### src/rtl/mux_pkg.sv
// Shared MUX serial definitions: receiver state encodings, baud divider table and
// the power-on line configuration used by the receiver, transmitter and CPU decode.
package mux_pkg;

  localparam int unsigned CLK_HZ = 27_000_000;

  typedef enum logic [2:0] {
    RX_IDLE      = 3'd0,
    RX_START     = 3'd1,
    RX_DATA      = 3'd2,
    RX_PARITY    = 3'd3,
    RX_STOP      = 3'd4,
    RX_WAIT_HIGH = 3'd5
  } rx_state_t;

  // Power-on line setting: 9600 baud, 7 data bits, even parity, 1 stop bit
  localparam logic [15:0] DEF_DIVIDER     = 16'd2812;
  localparam logic [3:0]  DEF_DATA_BITS   = 4'd7;
  localparam logic        DEF_PARITY_EN   = 1'b1;
  localparam logic        DEF_PARITY_EVEN = 1'b1;
  localparam logic        DEF_STOP_BITS   = 1'b0;

  // 75 and 300 baud exceed the 16-bit divider; callers must range-check the result
  function automatic logic [31:0] baud_divider(input logic [2:0] sel);
    case (sel)
      3'd0:    return CLK_HZ / 75;
      3'd1:    return CLK_HZ / 300;
      3'd2:    return CLK_HZ / 1200;
      3'd3:    return CLK_HZ / 2400;
      3'd4:    return CLK_HZ / 4800;
      3'd5:    return CLK_HZ / 9600;
      3'd6:    return CLK_HZ / 19200;
      default: return CLK_HZ / 38400;
    endcase
  endfunction

  function automatic logic [3:0] norm_data_bits(input logic [3:0] n);
    return (n >= 4'd5 && n <= 4'd8) ? n : 4'd8;
  endfunction

endpackage

### src/rtl/mux_sync.sv
// Two-flop synchroniser for the async serial line; resets to the idle-high level.
module mux_sync (
  input  logic clk,
  input  logic reset,
  input  logic d,
  output logic q
);

  logic meta;

  always_ff @(posedge clk) begin
    if (reset) begin
      meta <= 1'b1;
      q    <= 1'b1;
    end else begin
      meta <= d;
      q    <= meta;
    end
  end

endmodule

### src/rtl/mux_uart_rx.sv
// Async serial receiver for one MUX channel: frames 5-8 data bits with optional
// parity, and holds each byte plus its error flags until the CPU acknowledges it.
module mux_uart_rx
  import mux_pkg::*;
#(
  parameter int unsigned MIN_DIVIDER = 4
) (
  input  logic        bit_clock,
  input  logic        reset,
  input  logic        uart_rx,
  input  logic [15:0] divider,
  input  logic [3:0]  data_bits,
  input  logic        parity_enabled,
  input  logic        parity,
  input  logic        stop_bits,
  input  logic        rx_ack,
  output logic [7:0]  rx_data,
  output logic        byte_ready,
  output logic        parity_error,
  output logic        framing_error,
  output logic        overrun_error,
  output logic        break_detect,
  output logic        rx_busy
);

  rx_state_t   state_q, state_d;
  logic        rx_s;
  logic [15:0] div_q, cnt_q;
  logic [3:0]  nbits_q, bit_idx_q;
  logic        par_en_q, par_even_q;
  logic [7:0]  shreg_q;
  logic        par_err_q, stop_low_q, deliver_q;
  logic        start_ok, mid_start, mid_bit, last_bit;

  // Only the first stop bit is checked, so the stop-bit count never reaches the logic
  logic unused_stop_bits;
  assign unused_stop_bits = stop_bits;

  mux_sync u_sync (
    .clk   (bit_clock),
    .reset (reset),
    .d     (uart_rx),
    .q     (rx_s)
  );

  assign start_ok  = !rx_s && (divider >= 16'(MIN_DIVIDER));
  assign mid_start = cnt_q == ({1'b0, div_q[15:1]} - 16'd1);
  assign mid_bit   = cnt_q == (div_q - 16'd1);
  assign last_bit  = bit_idx_q == (nbits_q - 4'd1);
  assign rx_busy   = state_q != RX_IDLE;

  always_ff @(posedge bit_clock) begin
    if (reset) state_q <= RX_IDLE;
    else       state_q <= state_d;
  end

  always_comb begin
    state_d = state_q;
    case (state_q)
      RX_IDLE:      if (start_ok) state_d = RX_START;
      RX_START:     if (mid_start) state_d = rx_s ? RX_IDLE : RX_DATA;
      RX_DATA:      if (mid_bit && last_bit) state_d = par_en_q ? RX_PARITY : RX_STOP;
      RX_PARITY:    if (mid_bit) state_d = RX_STOP;
      RX_STOP:      if (mid_bit) state_d = rx_s ? RX_IDLE : RX_WAIT_HIGH;
      RX_WAIT_HIGH: if (rx_s) state_d = RX_IDLE;
      default:      state_d = RX_IDLE;
    endcase
  end

  always_ff @(posedge bit_clock) begin
    if (reset) begin
      cnt_q      <= '0;
      div_q      <= '0;
      nbits_q    <= '0;
      bit_idx_q  <= '0;
      par_en_q   <= 1'b0;
      par_even_q <= 1'b0;
      shreg_q    <= '0;
      par_err_q  <= 1'b0;
      stop_low_q <= 1'b0;
      deliver_q  <= 1'b0;
    end else begin
      deliver_q <= (state_q == RX_STOP) && mid_bit;
      case (state_q)
        RX_IDLE: begin
          if (start_ok) begin
            cnt_q      <= '0;
            div_q      <= divider;
            nbits_q    <= norm_data_bits(data_bits);
            par_en_q   <= parity_enabled;
            par_even_q <= parity;
            shreg_q    <= '0;
            bit_idx_q  <= '0;
            par_err_q  <= 1'b0;
          end
        end
        RX_START: cnt_q <= mid_start ? 16'd0 : cnt_q + 16'd1;
        RX_DATA: begin
          if (mid_bit) begin
            cnt_q                   <= '0;
            shreg_q[bit_idx_q[2:0]] <= rx_s;
            bit_idx_q               <= bit_idx_q + 4'd1;
          end else begin
            cnt_q <= cnt_q + 16'd1;
          end
        end
        RX_PARITY: begin
          if (mid_bit) begin
            cnt_q     <= '0;
            par_err_q <= ((^shreg_q) ^ rx_s) != !par_even_q;
          end else begin
            cnt_q <= cnt_q + 16'd1;
          end
        end
        RX_STOP: begin
          if (mid_bit) begin
            cnt_q      <= '0;
            stop_low_q <= !rx_s;
          end else begin
            cnt_q <= cnt_q + 16'd1;
          end
        end
        default: cnt_q <= '0;
      endcase
    end
  end

  // A delivery always wins over an ack; an ack in the same cycle only suppresses overrun
  always_ff @(posedge bit_clock) begin
    if (reset) begin
      rx_data       <= '0;
      byte_ready    <= 1'b0;
      parity_error  <= 1'b0;
      framing_error <= 1'b0;
      overrun_error <= 1'b0;
      break_detect  <= 1'b0;
    end else if (deliver_q) begin
      rx_data       <= shreg_q;
      parity_error  <= par_err_q;
      framing_error <= stop_low_q;
      break_detect  <= stop_low_q && (shreg_q == 8'd0);
      overrun_error <= byte_ready && !rx_ack;
      byte_ready    <= 1'b1;
    end else if (rx_ack && byte_ready) begin
      byte_ready    <= 1'b0;
      parity_error  <= 1'b0;
      framing_error <= 1'b0;
      overrun_error <= 1'b0;
      break_detect  <= 1'b0;
    end
  end

endmodule

### config.mk
export PLATFORM = sky130hd
export DESIGN_NAME = mux_uart_rx
export DESIGN_NICKNAME = d
export VERILOG_FILES = /design/src/rtl/mux_pkg.sv /design/src/rtl/mux_sync.sv /design/src/rtl/mux_uart_rx.sv
export SDC_FILE = /design/constraint.sdc
export NUM_CORES = 1
export LEC_CHECK = 0
export CAP_MARGIN = 20
export CORE_AREA = 2 2 106 82
export DETAILED_ROUTE_END_ITERATION = 6
export DIE_AREA = 0 0 108 84
export HOLD_SLACK_MARGIN = 0.15
export PLACE_DENSITY = 0.85
export SLEW_MARGIN = 20
export SYNTH_ARGS = -nofsm -noshare
export SYNTH_HDL_FRONTEND = slang
export SYNTH_SLANG_ARGS = --single-unit
export TNS_END_PERCENT = 5
### constraint.sdc
create_clock -name bit_clock -period 3.9 [get_ports bit_clock]
set_input_delay 0.39 -clock bit_clock [delete_from_list [all_inputs] [get_ports bit_clock]]
set_output_delay 0.39 -clock bit_clock [all_outputs]
set_load 0.005 [all_outputs]
==> impl_metrics.csv <==
group,metric,value,unit
routing,dr.first_iter.drc_count,293,
timing,slew_violations,0,
worst_setup_path,max_stage_delay,0.57,ns
worst_setup_path,crit_top_cell,"a211oi_1",
routing,wire_per_inst,15.9,um
worst_setup_path,path_max_fanout,10,
power_and_ir_drop,switching_share,32.8,%
worst_setup_path,cp-start-kind,"flip-flop",
layout,fin_cells,725,
outcome,status,"finished, final reports clean",
yosys,syn-num-nets,641,
floorplan,io_pins,41,
layout,diodes,0,
yosys,synth_top_family_by_area,"simple AND/OR/NAND/NOR gates",
timing,clock_skew,0.0107,ns
power_and_ir_drop,p_leak,1.90,nW
yosys,synthSimpleGateAreaFrac,29.2,%
worst_setup_path,worst-r2r-cell-count,11,
yosys,async_flop_share,0,%
timing,fmax,287,MHz
worst_setup_path,worstPathArrival,3.76,ns
routing,antenna_left,0,
routing,wl,11500,um
clock_tree,cts_made_buffers,9,
power_and_ir_drop,power_frac_comb,22.7,%
yosys,synth_warnings,0,
job,maxCapViolations,0,
timing,setup_slack,0.417,ns
yosys,synth_edf_count,0,
clock_tree,clk_latency,0.36,ns
floorplan,dieWidth,108,um
clock_tree,clk_path_buf_depth,2,
floorplan,start_util,55.6,%
yosys,synth_top_flop_cell,"dfxtp_1",
placed_design,place.gp.congestion,0.989,
timing,tns,0,ns
timing,period_minus_slack,3.48,ns
yosys,synth.distinct_cells,64,
yosys,ys_seq_area_share,31.3,%
placed_design,pre_cts_ws,0.490,ns
hold_path,hold_depth,1,
layout,regArea,0.00142,mm2
clock_tree,root_buffer,"clkbuf_8",
layout,nNetsFinal,648,
routing,drc_errors,0,
floorplan,dieArea,0.00907,mm2
hold_path,hp-class,"flip-flop to flip-flop",
grt,globalRouteOverflowTotal,0,
yosys,syn_inst,605,
worst_setup_path,path_cells,"inv_1 -> ha_1 -> nor4b_2 -> a21boi_0 -> o21bai_1 -> a211oi_1 -> a211oi_1 -> a211oi_2 -> buf_4 -> nor3_1 -> a211oi_1",
floorplan,rows,29,
clock_tree,cts.sinks,71,
layout,multiInputGateArea,0.00282,mm2
yosys,synth.most_common_cell,"nand2_1",
clock_tree,cts_hold_buf,0,
clock_tree,cts_resized,0,
layout,drive_above_1_share,6.81,%
timing,max_slew_margin,44.4,%
yosys,yosys-top-cells-count,"nand2_1 (92), dfxtp_1 (71), nor2_1 (51), clkbuf_1 (37), a21oi_1 (36)",
clock_tree,cts.htree.levels,3,
grt,grt.total_usage,26.6,%
routing,num_vias,4361,
worst_setup_path,slowest_stage,"a211oi_2",
yosys,synth.top_cell.area_share,31.3,%
yosys,synth.top_cells.by_area,"dfxtp_1 (31%), nand2_1 (7.6%), xnor2_1 (5.0%), nor2_1 (4.2%), xor2_1 (4.1%)",
power_and_ir_drop,intPower,1.22,mW
layout,areaGrowthSynthToFinish,12.5,%
timing,timing.hold.ws,0.436,ns
yosys,muxShareOfSynthArea,2.89,%
placed_design,dp_hpwl,8490,um
worst_setup_path,endpoint_kind,"flip-flop",
clock_tree,cts_tree,"built",
yosys,synth_area,0.00454,mm2
clock_tree,clkTransAtPathRegs,0.09,ns
worst_setup_path,required,4.17,ns
yosys,yosys.area_share.xor_xnor,9.07,%
timing,rsz0062_at_grt,"no",
floorplan,core-area,0.00816,mm2
routing,vias_per_cell,6.02,
routing,drt-pass1-iter-count,5,
power_and_ir_drop,clockPowerShare,33.8,%
power_and_ir_drop,sequentialPowerShare,43.5,%
placed_design,port_buffers,39,
grt,grt_max_degree,51,
layout,fillCellCount,710,
clock_tree,postCtsSetupBuffers,0,
worst_setup_path,critPathKind,"flip-flop to flip-flop",
yosys,yosysTopAreaCell,"dfxtp_1",
grt,antenna_found_initial,0,
timing,post-route-period-util,89.3,%
timing,tightest_slew,0.834,ns
power_and_ir_drop,p_sw,0.596,mW
power_and_ir_drop,power_density,356,mW/mm2
yosys,synthAdderAreaFrac,2.48,%
yosys,syn_avg_cell_area,7.50,um2
power_and_ir_drop,ir_drop,209,uV
grt,grt_pass1_wl,19200,um
floorplan,fp.dieH,84,um
yosys,synth_seq_cells,71,
timing,hold_viol,0,
placed_design,placed_cells,709,
yosys,synth_compound_area_share,18.3,%
timing,setup_violations,0,
grt,grt_pass1_vias,4076,
## cells by family after synthesis
| logic type | count (synthesis) |
|---|---|
| flip-flops | 71 |
| XOR/XNOR | 47 |
| AO/OA/AOI/OAI | 124 |
| multiplexers | 13 |
| AND/OR/NAND/NOR | 266 |
| adder cells (fa/ha/maj) | 9 |
| buffers and inverters | 75 |
## through the flow
step	utilization, %	power (mW)	area (um2)
floorplan	-	1.09	4540
global placement	60.1	1.20	4900
detailed placement	60.1	1.21	4900
CTS	62.6	1.82	5110
global route	62.6	1.91	5110
finish	62.6	1.82	5110
## worst max-delay path: cells and delay by family (launching register included)
kind | cells | cell delay, ns
flip-flops | 1 | 0.38
AO/OA/AOI/OAI | 6 | 1.69
buffers and inverters | 2 | 0.41
adder cells (fa/ha/maj) | 1 | 0.30
AND/OR/NAND/NOR | 2 | 0.60
## final cells by class
cell class / count / share of cell area (%)
Clock buffer: 9 / 2.43
Clock inverter: 7 / 1.54
Inverter: 25 / 1.84
Multi-Input combinational cell: 459 / 55.1
Sequential cell: 71 / 27.8
Tap cell: 108 / 2.65
Timing Repair Buffer: 46 / 8.57
## path summary, 6_finish.rpt
check,from,to,slack (ns)
max,div_q[1],cnt_q[0],0.42
min,u_sync.meta,u_sync.q,0.44
max reg2reg,div_q[1],cnt_q[0],0.42
min reg2reg,u_sync.meta,u_sync.q,0.44
## metal layers
| metal | GRT usage, % | up-vias | part of all wire [%] |
|---|---|---|---|
| met1 | 36.3 | 2054 | 45 |
| met5 | 0 | - | 0 |
| met2 | 42.0 | 168 | 46 |
| met3 | 6.17 | 13 | 7.8 |
| met4 | 7.11 | 0 | 1.2 |
| li1 | - | 2126 | - |
## state kept, by name, indices dropped and copies added, names as in the netlist
register,flops
par_err_q,1
state_q,3
u_sync.q,1
overrun_error,1
cnt_q,16
deliver_q,1
parity_error,1
framing_error,1
par_even_q,1
break_detect,1
shreg_q,8
u_sync.meta,1
nbits_q,4
byte_ready,1
rx_data,8
stop_low_q,1
div_q,16
bit_idx_q,4
par_en_q,1
## cell usage in the layout (no fill, tap or decap), types with 5 or more instances in the layout
master,synthesis,routed
mux2i_1,12,12
xnor2_1,26,26
nor3b_1,5,5
nor2b_1,9,9
a31oi_1,8,8
nor3_1,20,20
and3_1,11,11
nand3_1,22,22
a211oi_1,6,5
clkdlybuf4s50_1,0,38
nor4_1,8,8
nand2_1,92,92
dfxtp_1,71,71
inv_1,25,25
o211ai_1,6,6
clkbuf_8,0,9
o21ai_0,25,25
nor2_1,51,51
xor2_1,21,21
and2_1,11,11
ha_1,9,9
buf_4,0,7
nand2b_1,6,6
a21oi_1,36,36
o221ai_1,9,9
nand4_1,6,6
## power by group through the flow
stage                     combinational [mW]  clock (mW)  sequential [mW]
final                                  0.412       0.615            0.792
after global routing                   0.453       0.655            0.798
after CTS                              0.410       0.624            0.790
after detailed placement               0.407           0            0.807
after global placement                 0.392           0            0.806
after floorplan                        0.315           0            0.777
Note: power is estimated with default switching activity, not from simulation.
